--- config.mk ---
export PLATFORM = sky130hd
export DESIGN_NAME = mixer_dump_reader
export DESIGN_NICKNAME = d
export VERILOG_FILES = /design/src/rtl/mixer_dump_reader.sv
export SDC_FILE = /design/constraint.sdc
export NUM_CORES = 1
export LEC_CHECK = 0
export BUFFER_PORTS_ARGS = -buffer_cell sky130_fd_sc_hd__buf_4
export CAP_MARGIN = 25
export CORE_ASPECT_RATIO = 0.8
export CORE_MARGIN = 2
export CORE_UTILIZATION = 45
export CTS_CLUSTER_SIZE = 24
export DETAILED_ROUTE_END_ITERATION = 10
export RECOVER_POWER = 50
export SYNTH_ARGS = -nofsm -noshare
export SYNTH_HDL_FRONTEND = slang
export SYNTH_SLANG_ARGS = --single-unit
--- constraint.sdc ---
create_clock -name clk -period 3.6 [get_ports clk]
set_clock_uncertainty 0.2 [all_clocks]
set_input_delay 0.9 -clock clk [delete_from_list [all_inputs] [get_ports clk]]
set_output_delay 0.9 -clock clk [all_outputs]
set_load 0.005 [all_outputs]
--- src/rtl/mixer_dump_reader.sv ---
// mixer_dump_reader: captures integrate-and-dump mixer sums at window end,
// rounds/saturates them, tags them and queues them on a valid/ready FIFO.
module mixer_dump_reader #(
   parameter int SIZEOUT      = 40,
   parameter int DWIDTH       = 16,
   parameter int SHIFT        = 8,
   parameter int LOAD_LATENCY = 1,
   parameter int FIFO_DEPTH   = 4,
   parameter int TAGW         = 8,
   localparam int AW          = $clog2(FIFO_DEPTH),
   localparam int LW          = AW + 1
) (
   input  logic                      clk,
   input  logic                      rst_n,
   input  logic                      sload,
   input  logic signed [SIZEOUT-1:0] pr,
   input  logic signed [SIZEOUT-1:0] pi,
   output logic                      out_valid,
   input  logic                      out_ready,
   output logic signed [DWIDTH-1:0]  out_re,
   output logic signed [DWIDTH-1:0]  out_im,
   output logic [TAGW-1:0]           out_tag,
   output logic                      out_sat,
   output logic                      overflow,
   input  logic                      overflow_clr,
   output logic [LW-1:0]             fifo_level
);
   localparam logic signed [SIZEOUT:0] RND  = SHIFT > 0 ? (SIZEOUT+1)'(1) << (SHIFT-1) : '0;
   localparam logic signed [SIZEOUT:0] MAXV = (SIZEOUT+1)'((1 << (DWIDTH-1)) - 1);
   localparam logic signed [SIZEOUT:0] MINV = -MAXV - 1;

   function automatic logic [DWIDTH:0] clamp(input logic signed [SIZEOUT:0] r);
      return r > MAXV ? {1'b1, MAXV[DWIDTH-1:0]} :
             r < MINV ? {1'b1, MINV[DWIDTH-1:0]} : {1'b0, r[DWIDTH-1:0]};
   endfunction

   logic [LOAD_LATENCY-1:0]   dl;
   logic                      sload_d, first_seen, cap_v, res_v, res_sat;
   logic [TAGW-1:0]           tag, cap_tag, res_tag;
   logic signed [SIZEOUT-1:0] cap_re, cap_im;
   logic signed [SIZEOUT:0]   sum_re, sum_im;
   logic [DWIDTH:0]           cr, ci;
   logic [DWIDTH-1:0]         res_re, res_im;

   assign sload_d = dl[LOAD_LATENCY-1];
   assign sum_re  = cap_re + RND;
   assign sum_im  = cap_im + RND;
   assign cr      = clamp(sum_re >>> SHIFT);
   assign ci      = clamp(sum_im >>> SHIFT);

   always_ff @(posedge clk or negedge rst_n)
      if (!rst_n) begin
         dl         <= '0;
         first_seen <= 1'b0;
         tag        <= '0;
         cap_v      <= 1'b0;
         cap_re     <= '0;
         cap_im     <= '0;
         cap_tag    <= '0;
         res_v      <= 1'b0;
         res_re     <= '0;
         res_im     <= '0;
         res_tag    <= '0;
         res_sat    <= 1'b0;
      end else begin
         dl    <= LOAD_LATENCY'({dl, sload});
         cap_v <= sload_d & first_seen;
         if (sload_d) begin
            cap_re     <= pr;
            cap_im     <= pi;
            cap_tag    <= tag;
            first_seen <= 1'b1;
            if (first_seen) tag <= tag + 1'b1;
         end
         res_v   <= cap_v;
         res_re  <= cr[DWIDTH-1:0];
         res_im  <= ci[DWIDTH-1:0];
         res_sat <= cr[DWIDTH] | ci[DWIDTH];
         res_tag <= cap_tag;
      end

   logic [DWIDTH-1:0] mem_re  [FIFO_DEPTH];
   logic [DWIDTH-1:0] mem_im  [FIFO_DEPTH];
   logic [TAGW-1:0]   mem_tag [FIFO_DEPTH];
   logic              mem_sat [FIFO_DEPTH];
   logic [AW-1:0]     wp, rp;
   logic [LW-1:0]     level;
   logic              full, pop, wr, drop;

   // A pop on the same edge frees the slot, so a full FIFO still accepts the write.
   assign full = level == LW'(FIFO_DEPTH);
   assign pop  = out_valid & out_ready;
   assign wr   = res_v & (~full | pop);
   assign drop = res_v & full & ~pop;

   always_ff @(posedge clk or negedge rst_n)
      if (!rst_n) begin
         wp       <= '0;
         rp       <= '0;
         level    <= '0;
         overflow <= 1'b0;
         for (int i = 0; i < FIFO_DEPTH; i++) begin
            mem_re[i]  <= '0;
            mem_im[i]  <= '0;
            mem_tag[i] <= '0;
            mem_sat[i] <= 1'b0;
         end
      end else begin
         if (wr) begin
            mem_re[wp]  <= res_re;
            mem_im[wp]  <= res_im;
            mem_tag[wp] <= res_tag;
            mem_sat[wp] <= res_sat;
            wp          <= wp + AW'(1);
         end
         if (pop) rp <= rp + AW'(1);
         level    <= level + LW'(wr) - LW'(pop);
         overflow <= drop ? 1'b1 : overflow_clr ? 1'b0 : overflow;
      end

   assign out_valid  = level != '0;
   assign out_re     = mem_re[rp];
   assign out_im     = mem_im[rp];
   assign out_tag    = mem_tag[rp];
   assign out_sat    = mem_sat[rp];
   assign fifo_level = level;
endmodule

# ---- Yosys cells after proc, flatten, opt, wreduce, memory -nomap -nowiden
# Cells that the tools add are included.
# Widths: inputs -> output; s select.
dict set report word_totals {
  in_bits 85
  ff_bits 313
}
dict set report classes {
  bitwise_logic 11
  add_sub_neg 7
  muxes 28
  eq_ne 1
  n_lt_le_gt_ge 7
  n_reduce_logical 4
}
# op n
set op_table {}
lappend op_table {{$bwmux 64} 2}
lappend op_table {{$add 40x9->41 const B} 2}
lappend op_table {{$mux 16} 5}
lappend op_table {{$mux 17} 4}
lappend op_table {{$gt 33x16->1 const B} 2}
lappend op_table {{$lt 33x16->1 const B} 2}
lappend op_table {{$bmux 16 s2} 2}
lappend op_table {{$bwmux 32} 1}
lappend op_table {{$demux 16 s2} 1}
lappend op_table {{$mux 8} 3}
lappend op_table {{$bmux 8 s2} 1}
lappend op_table {{$demux 8 s2} 1}
lappend op_table {{$add 8x1->8 const B} 1}
lappend op_table {{$ge 3x3->1 const B} 2}
lappend op_table {{$not 2->3} 2}
lappend op_table {{$and 1x1->1} 5}
lappend op_table {{$mux 1} 5}
lappend op_table {{$add 2x1->2 const B} 2}
lappend op_table {{$bwmux 4} 1}
lappend op_table {{$add 3x1->3} 1}
lappend op_table {{$eq 3x3->1 const B} 1}
lappend op_table {{$lt 3x1->1 const B} 1}
lappend op_table {{$reduce_bool 3->1} 1}
lappend op_table {{$sub 3x1->3} 1}
lappend op_table {{other kinds (7)} 9}

# ---- Longest topological paths before layout
dict set report depth {
  depth_word 6
  ltp_mapped 11
  mapped_depth_nobuf 10
}

# ---- Least setup slack after synthesis
# No wires, ideal clock.
dict set report synth_timing {
  path_kind {input-to-reg}
  from {in out_ready}
  to {reg level[2] (netlist: fifo_level[2])}
  stages 11
  arrival_time_ns 2.561
  setup_time_ns 0.124
  slack_ns 0.716
  path_cell_list {nor4b_1 nor2b_1 clkbuf_1 inv_1 ha_1 inv_1 ha_1 inv_1 fa_1 xnor2_1 xnor2_1}
}
dict set report synth_between {
  elab_chain_cells 5
}
# element line
set synth_lines {}
lappend synth_lines {{start: declaration} 19} ;# input logic out_ready,
lappend synth_lines {{$and 1x1->1 (*)} 92} ;# assign pop = out_valid & out_ready;
lappend synth_lines {{$or 1x1->1} 93} ;# assign wr = res_v & (~full | pop);
lappend synth_lines {{$and 1x1->1} 93}
lappend synth_lines {{$add 3x1->3} 117} ;# level <= level + LW'(wr) - LW'(pop);
lappend synth_lines {{$sub 3x1->3 (*)} 117}
lappend synth_lines {{end signal: assignment} 117}
lappend synth_lines {{end: declaration} 87} ;# logic [LW-1:0] level;
# Mark *: on every way between the ends. The rest lies on a longest branch, timed or not.
# A chain may end at the register's enable or synchronous reset.

# ---- Worst setup path in the final report
dict set report layout_timing {
  from {reg cap_im[25]}
  to {reg res_im[2]}
}
dict set report layout_between {
  elab_chain_cells 4
  elab_cells_between_ends 5
}
# element line
set layout_lines {}
lappend layout_lines {{start: declaration} 40} ;# logic signed [SIZEOUT-1:0] cap_re, cap_im;
lappend layout_lines {{start signal: assignment} 70} ;# cap_im <= pi;
lappend layout_lines {{$add 40x9->41 (*)} 47} ;# assign sum_im = cap_im + RND;
lappend layout_lines {{$lt 33x16->1} 34} ;# r < MINV ? {1'b1, MINV[DWIDTH-1:0]} : {1'b0, r[DWIDTH-1:0]};
lappend layout_lines {{$mux 17} 34}
lappend layout_lines {{$mux 17 (*)} 33} ;# return r > MAXV ? {1'b1, MAXV[DWIDTH-1:0]} :
lappend layout_lines {{net ci[2]} 42} ;# logic [DWIDTH:0] cr, ci;
lappend layout_lines {{end signal: assignment} 77} ;# res_im <= ci[DWIDTH-1:0];
lappend layout_lines {{end: declaration} 43} ;# logic [DWIDTH-1:0] res_re, res_im;
# The timed path passes the listed nets; every way through them passes the cells marked *.

==> impl_metrics.ini <==
[global_routing]
grt_first_pass_wirelength_mm = 45.7
grt_use_total = 0.182
grt_pass1_vias = 8231
overflow = 0
grt_max_degree = 79
grt_antenna_before_repair = 0

[critical_path]
crit_buf_inv = 0
regToRegEndpoint = res_im[2]$_DFF_PN0_
cpPeakStageDelay_ns = 0.63
cp_data_required_time_ns = 3.79
cp.arrival_ns = 3.53
crit_start = cap_im[25]$_DFFE_PN0P_
critPathKind = flip-flop to flip-flop
worstRegToRegCells = 8
start_kind = flip-flop
path_cells = nand4_1, nor3_1, nand4_1, nor2_1, o2111a_1, a211oi_1, o31ai_4, o21ai_0
cp_top_family = simple AND/OR/NAND/NOR gates
endpoint_kind = flip-flop
crit_fanout = 16
path_common_cell = nand4_1
cp.depth = 8
cpMaxStageDelayCell = o31ai_4
r2r-start = cap_im[25]$_DFFE_PN0P_
rrSetupSlack_ns = 0.25

[pwr]
power.leakage_nw = 6.61
powerDensity_nw_per_um2 = 804
ir_drop_uv = 467

[logic_synthesis]
synth_xor_area_frac = 0.0364
syn-num-nets = 1054
synthArstFlopShare = 1.00
synth-edff-count = 0
synth_cell_types = 60
synth_adder_area_share = 0.00985
synth_area_per_cell_sq_um = 14.0
synthMuxAreaShare = 0.270
synth_warnings = 0
syn_area_sq_um = 13500
synth-seq-area-share = 0.556
synth_seq_cells = 299
netlist_instances = 959
synth_compound_area_frac = 0.0345
synthSimpleGateAreaFrac = 0.0734
synthFlopType = dfrtp_1
synth_top_family_by_area = multiplexers

[cts]
numClockSinks = 299
path_clk_slew_ns = 0.06
clock_path_buffers = 3
cts_hold_buf = 0
htree_levels = 1
post_cts_buffers = 0
insertion_delay_ns = 0.56
cts.repair.resized = 0
cts_root_buf = clkbuf_16
cts_tree = done
cts_made_buffers = 30

[die]
fp.dieW_microns = 197
fp-row-count = 56
die_area_sq_um = 31300
pin_count = 131
start_util = 0.459
design.core.area_sq_um = 29400
die_y_microns = 159

[timing]
max_slew_margin = -0.00707
max_freq_mhz = 299
hold_ws_ns = 0.168
tightest_slew_ns = 1.51
tns_ns = 0
setup_viol = 0
finalCritPeriodShare = 0.930
hold_viol_final = 0
drv_slew = 64
fin_crit_ns = 3.35
rsz0062_at_grt = false

[hold_path]
hold_path.startpoint = cap_tag[7]$_DFFE_PN0P_
worstHoldEndpoint = res_tag[7]$_DFF_PN0_
hp-class = flip-flop to flip-flop
min_delay_path_depth = 0

[detailed_routing]
drtAntennaViolNets = 0
via_per_inst = 5.48
wire_per_inst_microns = 18.6
routed_wl_mm = 27.4
via_count = 8090
drc_errors = 0
firstDrtPassIters = 5
drt-initial-drc-count = 381

[status]
violations = max-capacitance violations, max-slew violations
outcome = finished with violations

[placed_design]
dp_hpwl_mm = 18.5
gp_congestion = 0.815
port-buffer-count = 116

[cells_and_area]
final_common_cell = dfrtp_1
most-common-layout-cells = 297 x dfrtp_1, 239 x mux2_2, 127 x buf_4
drive_above_1_share = 0.446
nNetsFinal = 1169
antenna_cells = 0
area_delta_synth_final_pct = 18.2

[flow_run]
drv_cap = 1
worst register-to-register path, delay by kind of cell (launching register included):
kind	cells	cell delay [ns]
simple gates	4	1.38
flops	1	0.44
compound gates	4	1.16
where the power goes:
| group | internal [mW] | switching [mW] |
|---|---|---|
| combinational | 2.47 | 1.46 |
| clock | 2.27 | 1.31 |
| sequential | 4.52 | 0.772 |
final cells by class:
| type | instances | area, sq um |
|---|---|---|
| Fill cell | 2489 | 13400 |
| Sequential cell | 299 | 7480 |
| Multi-Input combinational cell | 594 | 5720 |
| Clock buffer | 37 | 828 |
| Inverter | 13 | 48.8 |
| Timing Repair Buffer | 136 | 1040 |
| Clock inverter | 19 | 325 |
| Tap cell | 377 | 472 |
state kept, by name, summed over array words and instances, names as in the netlist:
name        cells
dl              1
cap_tag         8
mem_sat         4
res_im         16
res_re         16
cap_re         33
res_sat         1
res_tag         8
tag             8
res_v           1
rp              2
fifo_level      3
mem_im         64
cap_im         33
mem_re         64
first_seen      1
overflow        1
wp              2
cap_v           1
mem_tag        32
kinds of logic after synthesis:
group	count (synthesis)
buffers and inverters	66
AO/OA/AOI/OAI	71
AND/OR/NAND/NOR	175
flip-flops	299
XOR/XNOR	56
adder cells (fa/ha/maj)	10
multiplexers	282
synth_stat cells (all sizes together) (11+ instances only):
cell / n / area share
nand4: 20 / 0.010
dfrtp: 299 / 0.56
xor2: 26 / 0.017
buf: 33 / 0.011
mux4: 41 / 0.069
nand3: 36 / 0.013
mux2: 239 / 0.20
inv: 13 / 0.0036
nor2: 20 / 0.0056
and3: 17 / 0.0080
o21ai: 38 / 0.014
nor3: 11 / 0.0041
xnor2: 30 / 0.020
clkbuf: 20 / 0.0056
nand2: 32 / 0.0089
worst max path at each step:
| stage | slack [ns] | endpoint |
|---|---|---|
| 2_1_floorplan | 0.72 | fifo_level[2]$_DFF_PN0_ |
| 3_3_place_gp | 0.40 | fifo_level[2]$_DFF_PN0_ |
| 3_5_place_dp | 0.36 | res_im[2]$_DFF_PN0_ |
| 4_1_cts | 0.23 | out_im[2] |
| 5_1_grt | 0.05 | res_im[5]$_DFF_PN0_ |
| 6_report | 0.25 | res_im[2]$_DFF_PN0_ |
layer usage:
metal | vias up | part of all wire | GRT usage
met4 | 0 | 0.018 | 0.0366
met3 | 35 | 0.039 | 0.0323
met1 | 4159 | 0.51 | 0.290
li1 | 3751 | - | -
met2 | 145 | 0.43 | 0.261
met5 | - | 0 | 0
through the flow:
step,setup slack (ns),utilization,cells,power (mW),area (sq um)
after floorplan,0.716,-,959,7.69,13500
after global placement,0.401,0.504,1419,9.28,14800
after detailed placement,0.364,0.504,1419,9.37,14800
after CTS,0.230,0.544,1475,13.0,16000
after global routing,0.0471,0.542,1475,13.6,15900
final,0.252,0.542,1475,12.8,15900
No activity file was read; power rests on OpenSTA's default activity.
